==> src/rtl/zbus_pkg.sv <==
// Shared constants and FSM encoding for the CPLD breakout link master.
// Command codes, signal-byte bit positions and sequencer states.
package zbus_pkg;

  localparam logic [2:0] CMD_SIG = 3'b000;
  localparam logic [2:0] CMD_ALO = 3'b001;
  localparam logic [2:0] CMD_AHI = 3'b010;
  localparam logic [2:0] CMD_RDB = 3'b011;
  localparam logic [2:0] CMD_WRB = 3'b100;
  localparam logic [2:0] CMD_WRR = 3'b101;

  localparam int SIG_P1   = 7;
  localparam int SIG_P2   = 6;
  localparam int SIG_MREQ = 2;
  localparam int SIG_RD   = 1;
  localparam int SIG_M1   = 0;

  // RD is active-low on the wire, so the idle signal byte has RD=1 (no read).
  localparam logic [7:0] SIG_RESET = 8'h02;

  typedef enum logic [3:0] {
    ST_IDLE,
    ST_SIG,
    ST_ALO,
    ST_AHI,
    ST_DAT,
    ST_CHECK,
    ST_OFFER,
    ST_WAIT_RSP,
    ST_WRB,
    ST_WAIT_END,
    ST_REG
  } state_e;

endpackage

==> src/rtl/zbus_act_sync.sv <==
// Brings the asynchronous active-low ACT strobe into the CLK domain and
// derives single-cycle falling/rising edge pulses from the synchronised level.
module zbus_act_sync (
  input  logic clk,
  input  logic rst,
  input  logic act_n,
  output logic act_s,
  output logic act_fall,
  output logic act_rise
);

  logic meta_q, meta_d;
  logic sync_q, sync_d;
  logic prev_q, prev_d;

  always_comb begin
    meta_d = act_n;
    sync_d = meta_q;
    prev_d = sync_q;
  end

  // All stages reset high so a reset never looks like a bus cycle start.
  always_ff @(posedge clk or posedge rst) begin
    if (rst) begin
      meta_q <= 1'b1;
      sync_q <= 1'b1;
      prev_q <= 1'b1;
    end else begin
      meta_q <= meta_d;
      sync_q <= sync_d;
      prev_q <= prev_d;
    end
  end

  assign act_s    = sync_q;
  assign act_fall = prev_q & ~sync_q;
  assign act_rise = ~prev_q & sync_q;

endmodule

==> src/rtl/zbus_sequencer.sv <==
// FPGA-side master of the CPLD breakout link: reads each Z80 cycle through the
// CPLD, checks parity, hands it downstream, and writes read data / host registers back.
module zbus_sequencer
  import zbus_pkg::*;
#(
  parameter int SETTLE    = 3,
  parameter int HOLD      = 4,
  parameter int MAX_RETRY = 2
) (
  input  logic        CLK,
  input  logic        RESET,
  input  logic        ACT,
  output logic [2:0]  CMD,
  input  logic [7:0]  D_IN,
  output logic [7:0]  D_OUT,
  output logic        D_OE,
  output logic        txn_valid,
  input  logic        txn_ready,
  output logic [15:0] txn_addr,
  output logic [7:0]  txn_data,
  output logic        txn_rd,
  output logic        txn_io,
  output logic        txn_m1,
  output logic        txn_err,
  input  logic        rsp_valid,
  input  logic [7:0]  rsp_data,
  input  logic        reg_wr_valid,
  input  logic [7:0]  reg_wr_data,
  output logic        reg_wr_ready,
  output logic [7:0]  abort_cnt
);

  state_e      state_q, state_d;
  logic [3:0]  cnt_q, cnt_d;
  logic [3:0]  retry_q, retry_d;
  logic [7:0]  sig_q, sig_d;
  logic [15:0] addr_q, addr_d;
  logic [7:0]  data_q, data_d;
  logic        err_q, err_d;
  logic [7:0]  out_q, out_d;
  logic [7:0]  abort_q, abort_d;
  logic        pend_q, pend_d;

  logic act_s, act_fall, act_rise;
  logic start, settle_last, hold_last;
  logic p1_exp, mismatch, abortable;
  logic sig_unused;

  zbus_act_sync u_act_sync (
    .clk      (CLK),
    .rst      (RESET),
    .act_n    (ACT),
    .act_s    (act_s),
    .act_fall (act_fall),
    .act_rise (act_rise)
  );

  // A fall seen while busy with a register write is remembered until IDLE.
  assign start       = act_fall | pend_q;
  assign settle_last = (cnt_q == 4'(SETTLE - 1));
  assign hold_last   = (cnt_q == 4'(HOLD - 1));
  assign p1_exp      = ^addr_q ^ ~sig_q[SIG_MREQ] ^ sig_q[SIG_MREQ] ^ sig_q[SIG_RD] ^ sig_q[SIG_M1];
  assign mismatch    = (sig_q[SIG_P1] != p1_exp) | (sig_q[SIG_RD] & (sig_q[SIG_P2] != ^data_q));
  assign abortable   = state_q inside {ST_SIG, ST_ALO, ST_AHI, ST_DAT, ST_CHECK, ST_OFFER, ST_WAIT_RSP};
  assign sig_unused  = ^sig_q[5:3];

  always_ff @(posedge CLK or posedge RESET) begin
    if (RESET) begin
      state_q <= ST_IDLE;
      cnt_q   <= '0;
      retry_q <= '0;
      sig_q   <= SIG_RESET;
      addr_q  <= '0;
      data_q  <= '0;
      err_q   <= 1'b0;
      out_q   <= '0;
      abort_q <= '0;
      pend_q  <= 1'b0;
    end else begin
      state_q <= state_d;
      cnt_q   <= cnt_d;
      retry_q <= retry_d;
      sig_q   <= sig_d;
      addr_q  <= addr_d;
      data_q  <= data_d;
      err_q   <= err_d;
      out_q   <= out_d;
      abort_q <= abort_d;
      pend_q  <= pend_d;
    end
  end

  always_comb begin
    state_d = state_q;
    retry_d = retry_q;
    sig_d   = sig_q;
    addr_d  = addr_q;
    data_d  = data_q;
    err_d   = err_q;
    out_d   = out_q;
    abort_d = abort_q;
    pend_d  = pend_q;

    unique case (state_q)
      ST_IDLE: begin
        if (start) begin
          state_d = ST_SIG;
          retry_d = '0;
        end else if (reg_wr_valid) begin
          state_d = ST_REG;
          out_d   = reg_wr_data;
        end
      end
      ST_SIG: if (settle_last) begin
        sig_d   = D_IN;
        state_d = ST_ALO;
      end
      ST_ALO: if (settle_last) begin
        addr_d[7:0] = D_IN;
        state_d     = ST_AHI;
      end
      ST_AHI: if (settle_last) begin
        addr_d[15:8] = D_IN;
        if (sig_q[SIG_RD]) begin
          state_d = ST_DAT;
        end else begin
          data_d  = '0;
          state_d = ST_CHECK;
        end
      end
      ST_DAT: if (settle_last) begin
        data_d  = D_IN;
        state_d = ST_CHECK;
      end
      ST_CHECK: begin
        if (mismatch && (retry_q < 4'(MAX_RETRY))) begin
          retry_d = retry_q + 4'd1;
          state_d = ST_SIG;
        end else begin
          err_d   = mismatch;
          state_d = ST_OFFER;
        end
      end
      ST_OFFER: if (txn_ready) state_d = sig_q[SIG_RD] ? ST_WAIT_END : ST_WAIT_RSP;
      ST_WAIT_RSP: if (rsp_valid) begin
        out_d   = rsp_data;
        state_d = ST_WRB;
      end
      ST_WRB:      if (hold_last) state_d = ST_WAIT_END;
      ST_WAIT_END: if (act_s) state_d = ST_IDLE;
      ST_REG:      if (hold_last) state_d = ST_IDLE;
      default:     state_d = ST_IDLE;
    endcase

    if (abortable && act_s) begin
      state_d = ST_IDLE;
      if (abort_q != 8'hFF) abort_d = abort_q + 8'd1;
    end

    if (act_rise) pend_d = 1'b0;
    else if (act_fall && (state_q != ST_IDLE)) pend_d = 1'b1;
    else if (state_q == ST_IDLE) pend_d = 1'b0;

    cnt_d = (state_d == state_q) ? cnt_q + 4'd1 : 4'd0;
  end

  always_comb begin
    CMD          = CMD_SIG;
    D_OUT        = '0;
    txn_valid    = 1'b0;
    reg_wr_ready = 1'b0;
    unique case (state_q)
      ST_IDLE:  reg_wr_ready = ~start & reg_wr_valid;
      ST_ALO:   CMD = CMD_ALO;
      ST_AHI:   CMD = CMD_AHI;
      ST_DAT:   CMD = CMD_RDB;
      ST_OFFER: txn_valid = 1'b1;
      ST_WRB: begin
        CMD   = CMD_WRB;
        D_OUT = out_q;
      end
      ST_REG: begin
        CMD   = CMD_WRR;
        D_OUT = out_q;
      end
      default: CMD = CMD_SIG;
    endcase
  end

  assign D_OE      = CMD[2];
  assign txn_addr  = addr_q;
  assign txn_data  = data_q;
  assign txn_rd    = ~sig_q[SIG_RD];
  assign txn_io    = sig_q[SIG_MREQ];
  assign txn_m1    = sig_q[SIG_M1];
  assign txn_err   = err_q;
  assign abort_cnt = abort_q;

endmodule

==> config.mk <==
export PLATFORM = sky130hd
export DESIGN_NAME = zbus_sequencer
export DESIGN_NICKNAME = d
export VERILOG_FILES = /design/src/rtl/zbus_pkg.sv /design/src/rtl/zbus_act_sync.sv /design/src/rtl/zbus_sequencer.sv
export SDC_FILE = /design/constraint.sdc
export NUM_CORES = 1
export LEC_CHECK = 0
export CORE_MARGIN = 1
export CORE_UTILIZATION = 49
export DETAILED_ROUTE_END_ITERATION = 6
export PLACE_DENSITY_LB_ADDON = 0.1
export SLEW_MARGIN = 20
export SYNTH_ARGS = -nofsm -noshare
export SYNTH_HDL_FRONTEND = slang
export SYNTH_HIERARCHICAL = 1
export SYNTH_SLANG_ARGS = --single-unit
==> constraint.sdc <==
create_clock -name CLK -period 2.8 [get_ports CLK]
set_input_delay 0.42 -clock CLK [delete_from_list [all_inputs] [get_ports CLK]]
set_output_delay 0.42 -clock CLK [all_outputs]
set_load 0.1 [all_outputs]
Yosys cells after proc, flatten, opt, wreduce, memory -nomap -nowiden:

Cells that the tools add are included.

* output and inout bits: 50
* register bits after elaboration: 65
* input port bits: 30

* order comparisons: 1
* reduce and logical (&&, ||, !) cells: 21
* equal/unequal tests: 24
* add/sub/neg operators: 3
* bitwise logic cells: 16
* mux-type cells: 35

Operator list (count)
* $mux W4: 16
* $mux W8: 7
* $pmux W4 S11: 1
* $pmux W8 S2: 2
* $eq A4 B2 Y1 const B: 4
* $eq A4 B3 Y1 const B: 4
* $reduce_xor A16 Y1: 1
* $pmux W3 S5: 1
* $ne A2 B2 Y1 const B: 7
* $eq A4 B4 Y1 const B: 3
* $reduce_and A2 Y1: 5
* $add A4 B1 Y4 const B: 2
* $add A8 B1 Y8 const B: 1
* $ne A8 B8 Y1 const B: 1
* $pmux W4 S2: 1
* $reduce_and A4 Y1: 2
* $reduce_xor A8 Y1: 1
* $reduce_bool A7 Y1: 1
* $mux W1: 6
* $not A1 Y1: 6
* $reduce_bool A2 Y1: 3
* $and A1 B1 Y1: 4
* $eq A4 B1 Y1 const B: 1
* $eq A4 B4 Y1: 1
* other kinds (12): 19

Logic depth before layout (Yosys ltp):

Gate-level depths: netlist of run 1.

* word-level depth: 13
* gate-level depth with buffers: 9
* gate-level depth less buffers: 9

Cells and area by module:

Netlist of run 1, hierarchy kept.

By module, submodules not included
* zbus_sequencer: cells each 297, instances 1, area an instance 3221.8 um^2
* zbus_act_sync: cells each 6, instances 1, area an instance 97.6 um^2

Worst setup path before layout of run 1:

No wires, ideal clock.

* path type: register to output
* from: register state_q[0]
* to: output port D_OUT[0]
* data required time: 2.380 ns
* arrival time: 3.179 ns
* buffers on the path: 2
* path slack: -0.799 ns
* stages on the path, launching flop included: 5
* cell sequence: dfrtp_1 buf_2 buf_1 nor2_1 and2_1

* cells in the longest elaborated chain, start to end: 3

RTL lines
* start, declared: RTL line zbus_sequencer.sv:33 `state_e state_q, state_d;`
* start signal, assigned: RTL line zbus_sequencer.sv:80 `state_q <= state_d;`
* $eq A4 B4 Y1: RTL line zbus_sequencer.sv:172 `unique case (state_q)`
* $reduce_or A2 Y1 (no source line) (*)
* $mux W8 (*): RTL line zbus_sequencer.sv:172
* end, declared: RTL line zbus_sequencer.sv:15 `output logic [7:0] D_OUT,`

Every way passes the cells marked *; elsewhere a longest branch is shown, timed or not.

Final worst setup path of run 1:

* from: register state_q[1]
* to: output port reg_wr_ready

* cells in the longest elaborated chain, start to end: 2

RTL lines
* $logic_not A4 Y1: RTL line zbus_sequencer.sv:172
* $mux W1: RTL line zbus_sequencer.sv:172
* end, declared: RTL line zbus_sequencer.sv:29 `output logic reg_wr_ready,`

Every way passes these cells.

==> flow_summary_export.csv, run 1 <==
group,metric,value,unit
placed_design,dp_cells,454,
synthesis,synth-compound-area-share,10.1,%
cts,cts_root_buf,"clkbuf_8",
floorplan,die_y,84.3,µm
synthesis,syn_avg_cell_area,11.0,µm²
critical_path,max_stage_delay,0.63,ns
synthesis,synth.area.mux_share,10.5,%
synthesis,ys_ff_latch,62,
final_layout,final_nets,422,
global_routing,antenna_found_initial,0,
critical_path,critPathKind,"register to output port",
synthesis,synth_top_family_by_area,"simple AND/OR/NAND/NOR gates",
outcome,outcome,"finished with violations",
critical_path,cp_top_family,"simple AND/OR/NAND/NOR gates",
min_path,hold_end,"u_act_sync/act_s",
global_routing,grt_max_degree,60,
critical_path,cp.arrival,2.03,ns
routing,ant_nets,0,
global_routing,grt_pass1_wl,12600,µm
cts,cts_buffer_depth,2,
floorplan,dieWidth,84.3,µm
min_path,hold_class,"register to register",
synthesis,synthCells,303,
synthesis,ys.flop_type,"dfrtp_1",
critical_path,crit_path_start_kind,"register",
timing,period_share,87.4,%
routing,vias_per_cell,5.57,
timing,fin_tns_setup,0,ns
cts,cts_buffers,9,
critical_path,crit_required,2.38,ns
final_layout,areaGrowthSynthToFinish,31.1,%
cts,post_cts_buffers,0,
placed_design,port_buffers,79,
synthesis,yosysSeqAreaShare,46.9,%
routing,vias,2619,
critical_path,rr_startpoint,"state_q[0]",
critical_path,crit_slowest_cell,"dfrtp_1",
final_layout,nFillCells,498,
timing,report.final.slew_viol_count,0,
timing,fmax,0.409,GHz
placed_design,gp_congestion,0.857,
global_routing,grt_pass1_vias,2522,
critical_path,worst-path-buf-inv,1,
final_layout,antenna_cells,0,
synthesis,synth_cell_type_count,60,
cts,cts_tree,"yes",
synthesis,synthSimpleGateAreaFrac,18.1,%
min_path,worstHoldStart,"u_act_sync/meta_q",
final_layout,layout.cells.non_filler,470,
critical_path,rrSetupSlack,0.41,ns
min_path,hold-path-cell-count,0,
synthesis,yosys_warnings,6,
synthesis,syn_area,3320,µm²
synthesis,synth_nets,337,
floorplan,rows,29,
timing,period_minus_slack,2.45,ns
outcome,violations,"design-rule violations",
timing,rsz0062_at_grt,"no",
cts,ctsHoldBuffers,0,
routing,drt_iter0_drc,122,
run,max-cap-violations,0,
global_routing,track_usage,23.1,%
floorplan,ioPinCount,80,
critical_path,path_max_fanout,22,
synthesis,synth_xor_area_share,10.3,%
cts,insertion_delay,0.35,ns
routing,wl_per_cell,16.0,µm
critical_path,cp-end-kind,"output port",
final_layout,layout-drive-gt1-share,27.7,%
timing,finClkSkew,0.0132,ns
placed_design,dp_hpwl,5440,µm
floorplan,initial_core_util,51.4,%
routing,wl,7510,µm
cts,clk_pin_slew,0.07,ns
timing,relSlewSlack,53.9,%
routing,firstDrtPassIters,6,
timing,setup_viol,0,
cts,cts_sinks,62,
floorplan,core,6460,µm²
floorplan,dieArea,7110,µm²
critical_path,r2r-end,"cnt_q[3]",
timing,hold_viol_final,0,
routing,drc_errors,2,
critical_path,crit_chain,"nor4_1, and3_1, buf_12",
timing,worst_pin_slew,0.683,ns
cts,cts_max_level,3,
cts,cts_resized,0,
global_routing,overflow,0,
synthesis,synthAdderAreaFrac,1.51,%
synthesis,async_flop_share,100,%
critical_path,reg2reg_depth,7,
synthesis,synth-edff-count,0,
Yosys cell counts, drive strengths merged, types with 2 or more instances:
cell / number / area (µm²)
inv: 5 / 18.8
o21ai: 13 / 65.1
dfstp: 4 / 105
o21a: 2 / 15.0
buf: 8 / 43.8
nand2: 23 / 86.3
or3b: 2 / 20.0
mux2i: 10 / 100
o311ai: 2 / 17.5
nor3: 6 / 30.0
xor2: 7 / 61.3
and2: 11 / 68.8
o211ai: 3 / 27.5
a22o: 8 / 70.1
nand4b: 2 / 17.5
clkbuf: 5 / 18.8
a2bb2oi: 2 / 17.5
xnor3: 2 / 45.0
nand3b: 3 / 22.5
nor4: 4 / 46.3
xnor2: 26 / 235
mux2: 22 / 248
or3: 3 / 23.8
nand4: 4 / 25.0
and3: 4 / 25.0
nor2: 18 / 67.6
ha: 4 / 50.1
a21oi: 8 / 40.0
nand3: 9 / 45.0
dfrtp: 58 / 1450
nand2b: 6 / 37.5
flip-flops by register name, summed over array words and instances, names as in the netlist, 4 cells and up:
name and flops:
abort_cnt 8, sig_q 5, txn_data 8, state_q 4, out_q 8, retry_q 4
cnt_q 4, txn_addr 16
final cells by class:
class	count	area, µm²	area share (%)
multi-input cells	222	1690	38.9
flip-flops and latches	62	1560	35.8
repair buffers	87	763	17.5
clock buffers	12	165	3.80
well taps	77	96.3	2.21
clock inverters	4	53.8	1.24
inverters	6	22.5	0.518
through the flow:
| step | setup slack (ns) | utilization [%] | instance area (µm²) | hold WS [ns] |
|---|---|---|---|---|
| final | 0.353 | 67.4 | 4350 | 0.359 |
| after global routing | 0.197 | 67.4 | 4350 | 0.362 |
| after CTS | 0.377 | 67.3 | 4350 | 0.360 |
| after detailed placement | 0.461 | 63.9 | 4130 | 0.351 |
| after global placement | 0.466 | 63.9 | 4130 | 0.348 |
| after floorplan | 0.102 | - | 3330 | 0.345 |
placed cells by master (no fill, tap or decap), types with 3 or more instances in the layout:
| master | netlist | final |
|---|---|---|
| buf_12 | 0 | 3 |
| a22o_1 | 8 | 8 |
| inv_1 | 5 | 4 |
| nand2b_1 | 6 | 6 |
| mux2_1 | 5 | 5 |
| ha_1 | 4 | 4 |
| mux2i_1 | 10 | 10 |
| nand4_1 | 4 | 4 |
| nand3b_1 | 3 | 3 |
| o21ai_0 | 8 | 8 |
| buf_4 | 2 | 55 |
| a21oi_1 | 8 | 6 |
| and2_1 | 11 | 11 |
| clkdlybuf4s50_1 | 0 | 29 |
| and3_1 | 4 | 4 |
| dfrtp_1 | 58 | 58 |
| nand3_1 | 9 | 9 |
| nor3_1 | 6 | 6 |
| nand2_1 | 23 | 23 |
| nor2_1 | 18 | 17 |
| xor2_1 | 7 | 7 |
| dfstp_2 | 4 | 4 |
| xnor2_1 | 25 | 25 |
| mux2_2 | 17 | 17 |
| clkbuf_8 | 0 | 12 |
| o21ai_1 | 5 | 5 |
layer usage:
layer / share of wire, % / GRT usage (%) / up-vias / routed length (µm)
li1: - / - / 1255 / -
met1: 46 / 31.5 / 1296 / 3480
met2: 48 / 35.9 / 58 / 3590
met3: 4.3 / 4.52 / 10 / 320
met4: 1.6 / 10.3 / 0 / 121
met5: 0 / 0 / - / 0
cells by family after synthesis:
group	count (synthesis)
multiplexers	32
buffers and inverters	19
flip-flops	62
AO/OA/AOI/OAI	48
XOR/XNOR	35
adder cells (fa/ha/maj)	4
AND/OR/NAND/NOR	103
how the worst max path moves through the flow:
stage,start,endpoint,slack [ns],cells past startpoint
5_1_grt,state_q[0],cnt_q[3],0.20,7
3_5_place_dp,state_q[0],cnt_q[3],0.46,7
6_report,state_q[1],reg_wr_ready,0.35,3
4_1_cts,state_q[1],reg_wr_ready,0.38,3
3_3_place_gp,state_q[0],cnt_q[2],0.47,7
2_1_floorplan,state_q[2],CMD[0],0.10,4
Power of run 1 is left out: the tool's default activity adds up to more than one toggle a clock period on the data nets, which glitch-free logic cannot reach.
==> run 2, diff against run 1 <==
- CORE_UTILIZATION: 49 -> 45
==> run 2 against run 1 <==
  * The flow now finishes without violations
  * Global-route usage is 1.2 points lower
  * Sequential cell count did not move
  * Worst hold slack gained 0.0045 ns
  * Cell area grew 2.5%
  * Clock skew is 0.0058 ns lower
  * Clock-buffer cell count shrank 1
  * Maximum frequency decreased by 0.58%
  * Die area increased by 8.7%
  * Non-clock buffer count did not move
  * Setup slack got worse by 0.014 ns
  * Wire length increased by 4.0%
  * Register-to-register slack got worse by 0.07 ns
==> flow_summary_export.csv, run 2 (same netlist as run 1, synthesis figures left out) <==
group,metric,value,unit
timing,rsz0062_at_grt,"no",
run,max-cap-violations,0,
timing,hold_viol_final,0,
cts,cts_buffer_depth,2,
placed_design,gp_congestion,0.851,
cts,insertion_delay,0.34,ns
final_layout,nFillCells,583,
final_layout,areaGrowthSynthToFinish,34.4,%
final_layout,seqCellArea,1560,µm²
critical_path,critPathKind,"register to register",
critical_path,crit_slowest_cell,"dfrtp_1",
critical_path,worst-path-buf-inv,0,
floorplan,dieWidth,87.9,µm
final_layout,layout.cells.non_filler,489,
final_layout,multi_input_area,1690,µm²
timing,fin_tns_setup,0,ns
timing,worst_pin_slew,0.950,ns
global_routing,grt_pass1_wl,12500,µm
cts,cts_max_level,3,
final_layout,final_common_cell,"dfrtp_1",
critical_path,cp_top_family,"flip-flops",
critical_path,crit_chain,"and4bb_1, a2bb2oi_1, o311ai_0, xnor2_1, o211ai_2, nor2_1",
critical_path,path_max_fanout,25,
placed_design,dp_hpwl,5600,µm
cts,clk_pin_slew,0.08,ns
cts,ctsHoldBuffers,0,
timing,report.final.slew_viol_count,0,
timing,relSlewSlack,36.7,%
outcome,outcome,"complete, no violations",
floorplan,dieArea,7720,µm²
cts,cts_resized,0,
floorplan,die_y,87.9,µm
final_layout,antenna_cells,0,
timing,period_share,87.9,%
routing,wl,7810,µm
cts,cts_root_buf,"clkbuf_8",
global_routing,overflow,0,
placed_design,dp_cells,473,
cts,cts_tree,"yes",
timing,period_minus_slack,2.46,ns
placed_design,port_buffers,79,
timing,setup_viol,0,
cts,cts_buffers,9,
global_routing,track_usage,21.9,%
min_path,hold_class,"register to register",
routing,firstDrtPassIters,4,
floorplan,core,6940,µm²
floorplan,ioPinCount,80,
cts,post_cts_buffers,0,
final_layout,largest_reg_flops,16,
cts,cts_sinks,62,
floorplan,rows,30,
timing,finClkSkew,0.00740,ns
floorplan,initial_core_util,47.8,%
routing,ant_nets,0,
global_routing,grt_pass1_vias,2513,
routing,drc_errors,0,
routing,wl_per_cell,16.0,µm
routing,drt_iter0_drc,192,
global_routing,antenna_found_initial,0,
global_routing,grt_max_degree,44,
routing,vias,2577,
timing,fmax,0.406,GHz
critical_path,crit_required,3.07,ns
final_layout,final_cell_mix,"dfrtp_1 (58), buf_4 (47), clkdlybuf4s50_1 (29)",
critical_path,crit_path_start_kind,"register",
final_layout,final_nets,422,
critical_path,cp-end-kind,"register",
final_layout,layout-drive-gt1-share,27.5,%
routing,vias_per_cell,5.27,
critical_path,cp.arrival,2.73,ns
critical_path,max_stage_delay,0.89,ns
==> run 2: layer usage <==
metal / share of wire [%] / up-vias / GRT usage [%]
li1: - / 1258 / -
met1: 46 / 1246 / 29.4
met2: 48 / 66 / 34.0
met3: 4.7 / 7 / 6.03
met4: 1.2 / 0 / 7.90
met5: 0 / - / 0
==> run 2: final timing paths <==
| check | startpoint | to | slack, ns | cells past startpoint |
|---|---|---|---|---|
| worst max-delay path | state_q[0] | cnt_q[2] | 0.34 | 6 |
| worst min-delay path | u_act_sync/meta_q | u_act_sync/act_s | 0.36 | 0 |
| worst max register to register | state_q[0] | cnt_q[2] | 0.34 | 6 |
| worst min register to register | u_act_sync/meta_q | u_act_sync/act_s | 0.36 | 0 |
| max in group asynchronous | RESET | sig_q[1] | 1.77 | 3 |
| min in group asynchronous | RESET | state_q[1] | 0.41 | 2 |
==> run 2: area by class of cell <==
cell class                 count  area share (%)
sequential                    62            34.9
inverter                       6           0.505
clock inverter                 5            1.29
multi-input combinational    222            37.9
tap                           96            2.69
clock buffer                  11            3.39
timing repair buffer          87            19.4
==> run 2: through the flow <==
stage / area, µm² / utilization, % / hold WS [ns] / setup slack, ns
global placement: 4250 / 61.2 / 0.350 / 0.391
floorplan: 3330 / - / 0.345 / 0.102
CTS: 4460 / 64.2 / 0.365 / 0.360
detailed placement: 4250 / 61.2 / 0.348 / 0.370
finish: 4460 / 64.2 / 0.363 / 0.339
global route: 4460 / 64.2 / 0.365 / 0.0980
Power of run 2 is left out for the same reason.
